==> src/rtl/lc3_pkg.sv <==
// Shared LC-3 memory-sequencer definitions: opcodes, access-stage bus codes
// and the sequencer FSM state type.
package lc3_pkg;

    localparam logic [3:0] OP_LD  = 4'b0010;
    localparam logic [3:0] OP_ST  = 4'b0011;
    localparam logic [3:0] OP_LDR = 4'b0110;
    localparam logic [3:0] OP_STR = 4'b0111;
    localparam logic [3:0] OP_LDI = 4'b1010;
    localparam logic [3:0] OP_STI = 4'b1011;

    localparam logic [1:0] MS_READ  = 2'd0;
    localparam logic [1:0] MS_PTR   = 2'd1;
    localparam logic [1:0] MS_WRITE = 2'd2;
    localparam logic [1:0] MS_IDLE  = 2'd3;

    typedef enum logic [2:0] {
        ST_IDLE = 3'd0,
        ST_PTR  = 3'd1,
        ST_RD   = 3'd2,
        ST_WR   = 3'd3,
        ST_DONE = 3'd4
    } lc3_state_e;

    function automatic logic is_indirect(input logic [3:0] op);
        return (op == OP_LDI) || (op == OP_STI);
    endfunction

endpackage

==> src/rtl/lc3_mem_sequencer_if.sv <==
// Request, memory-stage and writeback signals of the LC-3 memory sequencer.
// Handshake: start is only looked at while the sequencer is idle; the requester
// holds its request until done, which pulses for one cycle per accepted request.
interface lc3_mem_sequencer_if;
    import lc3_pkg::*;

    logic        start;
    logic [3:0]  opcode;
    logic [15:0] addr_in;
    logic [15:0] data_in;
    logic [15:0] Data_dout;
    logic [1:0]  mem_state;
    logic        M_Control;
    logic [15:0] M_Addr;
    logic [15:0] M_Data;
    logic        busy;
    logic        done;
    logic [15:0] mem_result;
    logic        illegal;
    lc3_state_e  state_dbg;

    modport slave (
        input  start, opcode, addr_in, data_in, Data_dout,
        output mem_state, M_Control, M_Addr, M_Data, busy, done,
               mem_result, illegal, state_dbg
    );

    modport master (
        output start, opcode, addr_in, data_in, Data_dout,
        input  mem_state, M_Control, M_Addr, M_Data, busy, done,
               mem_result, illegal, state_dbg
    );

endinterface

==> src/rtl/lc3_mem_sequencer.sv <==
// Multi-cycle load/store sequencer feeding the LC-3 memory-access stage.
// Every output is registered; next values are derived from the next FSM state.
module lc3_mem_sequencer
    import lc3_pkg::*;
#(
    parameter int MEM_LAT = 1
) (
    input  logic                 clock,
    input  logic                 reset,
    lc3_mem_sequencer_if.slave   bus
);

    localparam logic [3:0] LAT_M1 = 4'(MEM_LAT - 1);

    lc3_state_e  r_state, w_state;
    logic [3:0]  r_cnt, w_cnt;
    logic [3:0]  r_op, w_op;
    logic [15:0] r_addr, w_addr;
    logic [15:0] r_data, w_data;
    logic [15:0] r_ptr, w_ptr;
    logic [1:0]  r_mem_state, w_mem_state;
    logic [15:0] r_m_addr, w_m_addr;
    logic [15:0] r_m_data, w_m_data;
    logic        r_busy, w_busy;
    logic        r_done, w_done;
    logic [15:0] r_result, w_result;
    logic        r_illegal, w_illegal;

    always_ff @(posedge clock or posedge reset) begin
        if (reset) begin
            r_state     <= ST_IDLE;
            r_cnt       <= 4'd0;
            r_op        <= 4'd0;
            r_addr      <= 16'd0;
            r_data      <= 16'd0;
            r_ptr       <= 16'd0;
            r_mem_state <= MS_IDLE;
            r_m_addr    <= 16'd0;
            r_m_data    <= 16'd0;
            r_busy      <= 1'b0;
            r_done      <= 1'b0;
            r_result    <= 16'd0;
            r_illegal   <= 1'b0;
        end else begin
            r_state     <= w_state;
            r_cnt       <= w_cnt;
            r_op        <= w_op;
            r_addr      <= w_addr;
            r_data      <= w_data;
            r_ptr       <= w_ptr;
            r_mem_state <= w_mem_state;
            r_m_addr    <= w_m_addr;
            r_m_data    <= w_m_data;
            r_busy      <= w_busy;
            r_done      <= w_done;
            r_result    <= w_result;
            r_illegal   <= w_illegal;
        end
    end

    always_comb begin
        w_state     = r_state;
        w_cnt       = r_cnt;
        w_op        = r_op;
        w_addr      = r_addr;
        w_data      = r_data;
        w_ptr       = r_ptr;
        w_m_addr    = r_m_addr;
        w_m_data    = r_m_data;
        w_result    = r_result;
        w_illegal   = r_illegal;
        w_mem_state = MS_IDLE;
        w_busy      = 1'b0;
        w_done      = 1'b0;

        case (r_state)
            ST_IDLE: begin
                if (bus.start) begin
                    w_op      = bus.opcode;
                    w_addr    = bus.addr_in;
                    w_data    = bus.data_in;
                    w_cnt     = LAT_M1;
                    w_illegal = 1'b0;
                    case (bus.opcode)
                        OP_LD, OP_LDR:  w_state = ST_RD;
                        OP_ST, OP_STR:  w_state = ST_WR;
                        OP_LDI, OP_STI: w_state = ST_PTR;
                        default: begin
                            w_state   = ST_DONE;
                            w_illegal = 1'b1;
                        end
                    endcase
                end
            end
            ST_PTR: begin
                if (r_cnt == 4'd0) begin
                    w_ptr   = bus.Data_dout;
                    w_cnt   = LAT_M1;
                    w_state = (r_op == OP_LDI) ? ST_RD : ST_WR;
                end else begin
                    w_cnt = r_cnt - 4'd1;
                end
            end
            ST_RD: begin
                if (r_cnt == 4'd0) begin
                    w_result = bus.Data_dout;
                    w_state  = ST_DONE;
                end else begin
                    w_cnt = r_cnt - 4'd1;
                end
            end
            ST_WR: begin
                if (r_cnt == 4'd0) begin
                    w_state = ST_DONE;
                end else begin
                    w_cnt = r_cnt - 4'd1;
                end
            end
            ST_DONE: w_state = ST_IDLE;
            default: w_state = ST_IDLE;
        endcase

        // Bus outputs follow the state being entered so they are valid the cycle after the edge.
        case (w_state)
            ST_PTR: begin
                w_mem_state = MS_PTR;
                w_m_addr    = w_addr;
                w_busy      = 1'b1;
            end
            ST_RD: begin
                w_mem_state = MS_READ;
                w_m_addr    = is_indirect(w_op) ? w_ptr : w_addr;
                w_busy      = 1'b1;
            end
            ST_WR: begin
                w_mem_state = MS_WRITE;
                w_m_addr    = is_indirect(w_op) ? w_ptr : w_addr;
                w_m_data    = w_data;
                w_busy      = 1'b1;
            end
            ST_DONE: w_done = 1'b1;
            default: ;
        endcase
    end

    assign bus.mem_state  = r_mem_state;
    assign bus.M_Control  = 1'b0;
    assign bus.M_Addr     = r_m_addr;
    assign bus.M_Data     = r_m_data;
    assign bus.busy       = r_busy;
    assign bus.done       = r_done;
    assign bus.mem_result = r_result;
    assign bus.illegal    = r_illegal;
    assign bus.state_dbg  = r_state;

endmodule

==> src/flat_wrapper.sv <==
// flat-port wrapper written by rule: the top's interface ports become plain ports
module lc3_mem_sequencer_flat import lc3_pkg::*;
#(
    parameter int MEM_LAT = 1
)
  (clock, reset, bus_start, bus_opcode, bus_addr_in, bus_data_in, bus_Data_dout, bus_mem_state, bus_M_Control, bus_M_Addr, bus_M_Data, bus_busy, bus_done, bus_mem_result, bus_illegal, bus_state_dbg);
  lc3_mem_sequencer_if bus_i ();
  input  logic clock;
  input  logic reset;
  input wire logic [$bits(bus_i.start)-1:0] bus_start;
  input wire logic [$bits(bus_i.opcode)-1:0] bus_opcode;
  input wire logic [$bits(bus_i.addr_in)-1:0] bus_addr_in;
  input wire logic [$bits(bus_i.data_in)-1:0] bus_data_in;
  input wire logic [$bits(bus_i.Data_dout)-1:0] bus_Data_dout;
  output wire logic [$bits(bus_i.mem_state)-1:0] bus_mem_state;
  output wire logic [$bits(bus_i.M_Control)-1:0] bus_M_Control;
  output wire logic [$bits(bus_i.M_Addr)-1:0] bus_M_Addr;
  output wire logic [$bits(bus_i.M_Data)-1:0] bus_M_Data;
  output wire logic [$bits(bus_i.busy)-1:0] bus_busy;
  output wire logic [$bits(bus_i.done)-1:0] bus_done;
  output wire logic [$bits(bus_i.mem_result)-1:0] bus_mem_result;
  output wire logic [$bits(bus_i.illegal)-1:0] bus_illegal;
  output wire logic [$bits(bus_i.state_dbg)-1:0] bus_state_dbg;
  assign bus_i.start = bus_start;
  assign bus_i.opcode = bus_opcode;
  assign bus_i.addr_in = bus_addr_in;
  assign bus_i.data_in = bus_data_in;
  assign bus_i.Data_dout = bus_Data_dout;
  assign bus_mem_state = bus_i.mem_state;
  assign bus_M_Control = bus_i.M_Control;
  assign bus_M_Addr = bus_i.M_Addr;
  assign bus_M_Data = bus_i.M_Data;
  assign bus_busy = bus_i.busy;
  assign bus_done = bus_i.done;
  assign bus_mem_result = bus_i.mem_result;
  assign bus_illegal = bus_i.illegal;
  assign bus_state_dbg = bus_i.state_dbg;
  lc3_mem_sequencer #(.MEM_LAT(MEM_LAT)) u_core (.clock(clock), .reset(reset), .bus(bus_i));
endmodule
==> config.mk <==
export PLATFORM = sky130hd
export DESIGN_NAME = lc3_mem_sequencer_flat
export DESIGN_NICKNAME = d
export VERILOG_FILES = /design/src/rtl/lc3_pkg.sv /design/src/rtl/lc3_mem_sequencer_if.sv /design/src/rtl/lc3_mem_sequencer.sv /design/src/flat_wrapper.sv
export SDC_FILE = /design/constraint.sdc
export NUM_CORES = 1
export LEC_CHECK = 0
export BUFFER_PORTS_ARGS = -buffer_cell sky130_fd_sc_hd__buf_2
export CAP_MARGIN = 20
export CELL_PAD_IN_SITES_DETAIL_PLACEMENT = 0
export CELL_PAD_IN_SITES_GLOBAL_PLACEMENT = 1
export CORE_UTILIZATION = 25
export CTS_CLUSTER_SIZE = 30
export DETAILED_ROUTE_END_ITERATION = 12
export PLACE_DENSITY_LB_ADDON = 0.3
export SYNTH_ARGS = -nofsm -noshare
export SYNTH_HDL_FRONTEND = slang
export SYNTH_SLANG_ARGS = --single-unit
export TNS_END_PERCENT = 30
==> constraint.sdc <==
create_clock -name clock -period 8.6 [get_ports clock]
set_input_delay 0.43 -clock clock [delete_from_list [all_inputs] [get_ports clock]]
set_output_delay 0.43 -clock clock [all_outputs]
set_load 0.03 [all_outputs]
==> out/results.tsv <==
metric	value	unit
WL per Instance	15.66	um
WP data arrival	3540	ps
count of pins over their slew limit	0	
Non-Filler Instances	641	
worst skew pair latency	350	ps
clk buf depth	2	
FP Rows	49	
critical path class	reg2reg	
met3 Usage GRT	3.488	%
Worst Setup EP	u_core.bus.M_Data[14]$_DFFE_PP0P_	
status	finished, violations left	
post-synth cell types	39	
first-pass iteration count of the detailed router	10	
R2R setup slack	5290	ps
period utilization	38.48	%
Resized Gates After CTS	0	
pin count of the biggest net entering global routing	66	
Final WS setup	5291	ps
Initial Utilization	25.81	%
share of post-route cells with drive strength above 1	60.44	%
CTS Hold Buffers Added	0	
RSZ-0062 raised after global routing	false	
failing checks	DRC	
gr busiest metal	met2	
Total Wirelength	10.04	mm
Antenna Nets Post-Route	0	
RePlAce Congestion	0.7193	
pre-CTS WS	5145	ps
Worst-Margin Slew	1046	ps
port bufs	110	
nets	464	
Ys Warns	0	
Worst Path Max Fanout	29	
post-synth net total	353	
Ports	112	
met1 Use GR	13.95	%
r2r startpoint	u_core.bus.state_dbg[0]$_DFF_PP0_	
max-cap violation count	0	
post-synthesis sequential area ratio	59.90	%
leading cell types in the layout, fill and taps excluded	buf_2 (110), dfrtp_1 (110), mux2_2 (89)	
number of global-route vias before repair	2891	
Setup Buffers After CTS	0	
H-Tree Depth	3	
# fillers	1833	
Final min period	3309	ps
Clock Tree Root	clkbuf_16	
Final HPWL DP	6.829	mm
Iter 0 DRT Violations	127	
Total GRT Usage	10.93	%
Area Growth Syn to Fin	23.30	%
Clock Sink Count	112	
GR Util met2	17.38	%
dpl cells	624	
synthesized area per cell	15.82	um2
#FFs+latches synth	112	
P_leak	0.002673	uW
reg-to-reg endpoint	u_core.bus.M_Data[14]$_DFFE_PP0P_	
GRT overflow	0	
CP endpoint kind	flip-flop	
vias per cell	4.236	
Fin Clk Skew	10.49	ps
Setup TNS Final	0	ps
ys async rst share	100.0	%
Post-Syn Instances	296	
number of flops mapped to enable cells by yosys	0	
CP startpoint	u_core.bus.state_dbg[0]$_DFF_PP0_	
post-synth design cell area	0.004683	mm2
initial antenna violation count	0	
CORE AREA	0.01815	mm2
Die Y	138.9	um
# DRC	6	
WP data required	8830	ps
register area	0.002805	mm2
worst-case reg-to-reg path depth	6	
Power Density	415.4	mW/mm2
detailed-route via count	2715	
Die ar.	0.01928	mm2
first-pass GRT wire length	16.06	mm
relative slew slack	30.21	%
Top FF cell, synth	dfrtp_1	
Die Width	138.9	um
area of the multi-input gates	0.001768	mm2
Hold WC Path Type	in2async	
maximum VDD drop	0.1578	mV
CTS clk-pin slew, worst paths	70	ps
Num CTS Buffers	9	
CTS tree	yes	
Final Hold Viols	0	
FMAX	302.2	MHz
Worst setup SP type	flip-flop	
setup violators final	0	
diode count	0	
[worst min path at each step]
stage | depth (start not counted) | slack (ps) | endpoint | from
floorplan | 1 | 460 | u_core.r_ptr[0]$_DFF_PP0_ | u_core.r_ptr[0]$_DFF_PP0_
global placement | 1 | 480 | u_core.r_data[10]$_DFF_PP0_ | u_core.r_data[10]$_DFF_PP0_
detailed placement | 1 | 470 | u_core.bus.M_Data[11]$_DFFE_PP0P_ | u_core.bus.M_Data[11]$_DFFE_PP0P_
CTS | 2 | 170 | u_core.bus.mem_result[1]$_DFFE_PP0P_ | reset
global route | 2 | 200 | u_core.bus.mem_result[1]$_DFFE_PP0P_ | reset
finish | 2 | 150 | u_core.bus.mem_result[1]$_DFFE_PP0P_ | reset
[cell usage after synthesis, drive strengths merged, types with 2 or more instances]
cell	number	share of area, %
dfrtp	110	59
nor3	2	0.21
nand2	6	0.48
a21o	3	0.48
buf	12	1.8
mux2	114	29
mux2i	2	0.43
nor2b	2	0.27
o21ai	4	0.43
dfstp	2	1.1
nand3b	2	0.32
ha	2	0.53
inv	9	0.72
nor2	6	0.64
[worst max-delay path, cell delays in order, from the launching register on]
cell and delay, ps:
dfrtp_1 520, nor4b_4 870, buf_4 500, nand2_1 190, o31ai_4 330, and2_4 400, mux2_1 360
[routing by layer]
metal  vias to the layer above  routed length [um]
met5                         -                   0
met4                         0                 121
met3                        11                 570
met2                        67                4649
met1                      1370                4695
li1                       1267                   -
[state kept, by name, indices dropped and copies added (netlist names)]
register / cells
u_core.bus.done: 1
u_core.r_data: 16
u_core.bus.state_dbg: 3
u_core.bus.illegal: 1
u_core.r_cnt: 4
u_core.r_addr: 16
u_core.bus.mem_state: 2
u_core.r_op: 4
u_core.bus.busy: 1
u_core.bus.M_Data: 16
u_core.r_ptr: 16
u_core.bus.mem_result: 16
u_core.bus.M_Addr: 16
[kinds of logic after synthesis]
group / count (synthesis) / share of synthesized area [%]
multiplexers: 116 / 29.36
AO/OA/AOI/OAI: 16 / 3.233
adder cells (fa/ha/maj): 2 / 0.5342
other: 1 / 0.08007
flip-flops: 112 / 59.90
buffers and inverters: 22 / 2.565
XOR/XNOR: 1 / 0.1870
AND/OR/NAND/NOR: 26 / 4.141
[power by group]
part / leakage [uW] / switching, uW / internal (uW)
Clock: 0.000135 / 191 / 213
Sequential: 0.00134 / 116 / 792
Combinational: 0.00120 / 600 / 487
Total: 0.00267 / 907 / 1490
[per-stage QoR]
step / power, uW / hold slack [ps] / cell area [um2] / util (%)
finish: 2399 / 148.4 / 5774 / 31.82
global route: 2561 / 201.3 / 5774 / 31.82
CTS: 2438 / 172.1 / 5747 / 31.67
detailed placement: 2026 / 474.8 / 5461 / 30.10
global placement: 2000 / 477.4 / 5461 / 30.10
floorplan: 1744 / 464.8 / 4683 / -
[final cells by class]
type	instances	area share, %
sequential	112	48.58
multi-input combinational	162	30.62
timing repair buffer	113	10.27
tap	229	4.962
clock buffer	12	4.442
inverter	9	0.6284
clock inverter	4	0.4984
(Power assumes the default switching activity.)
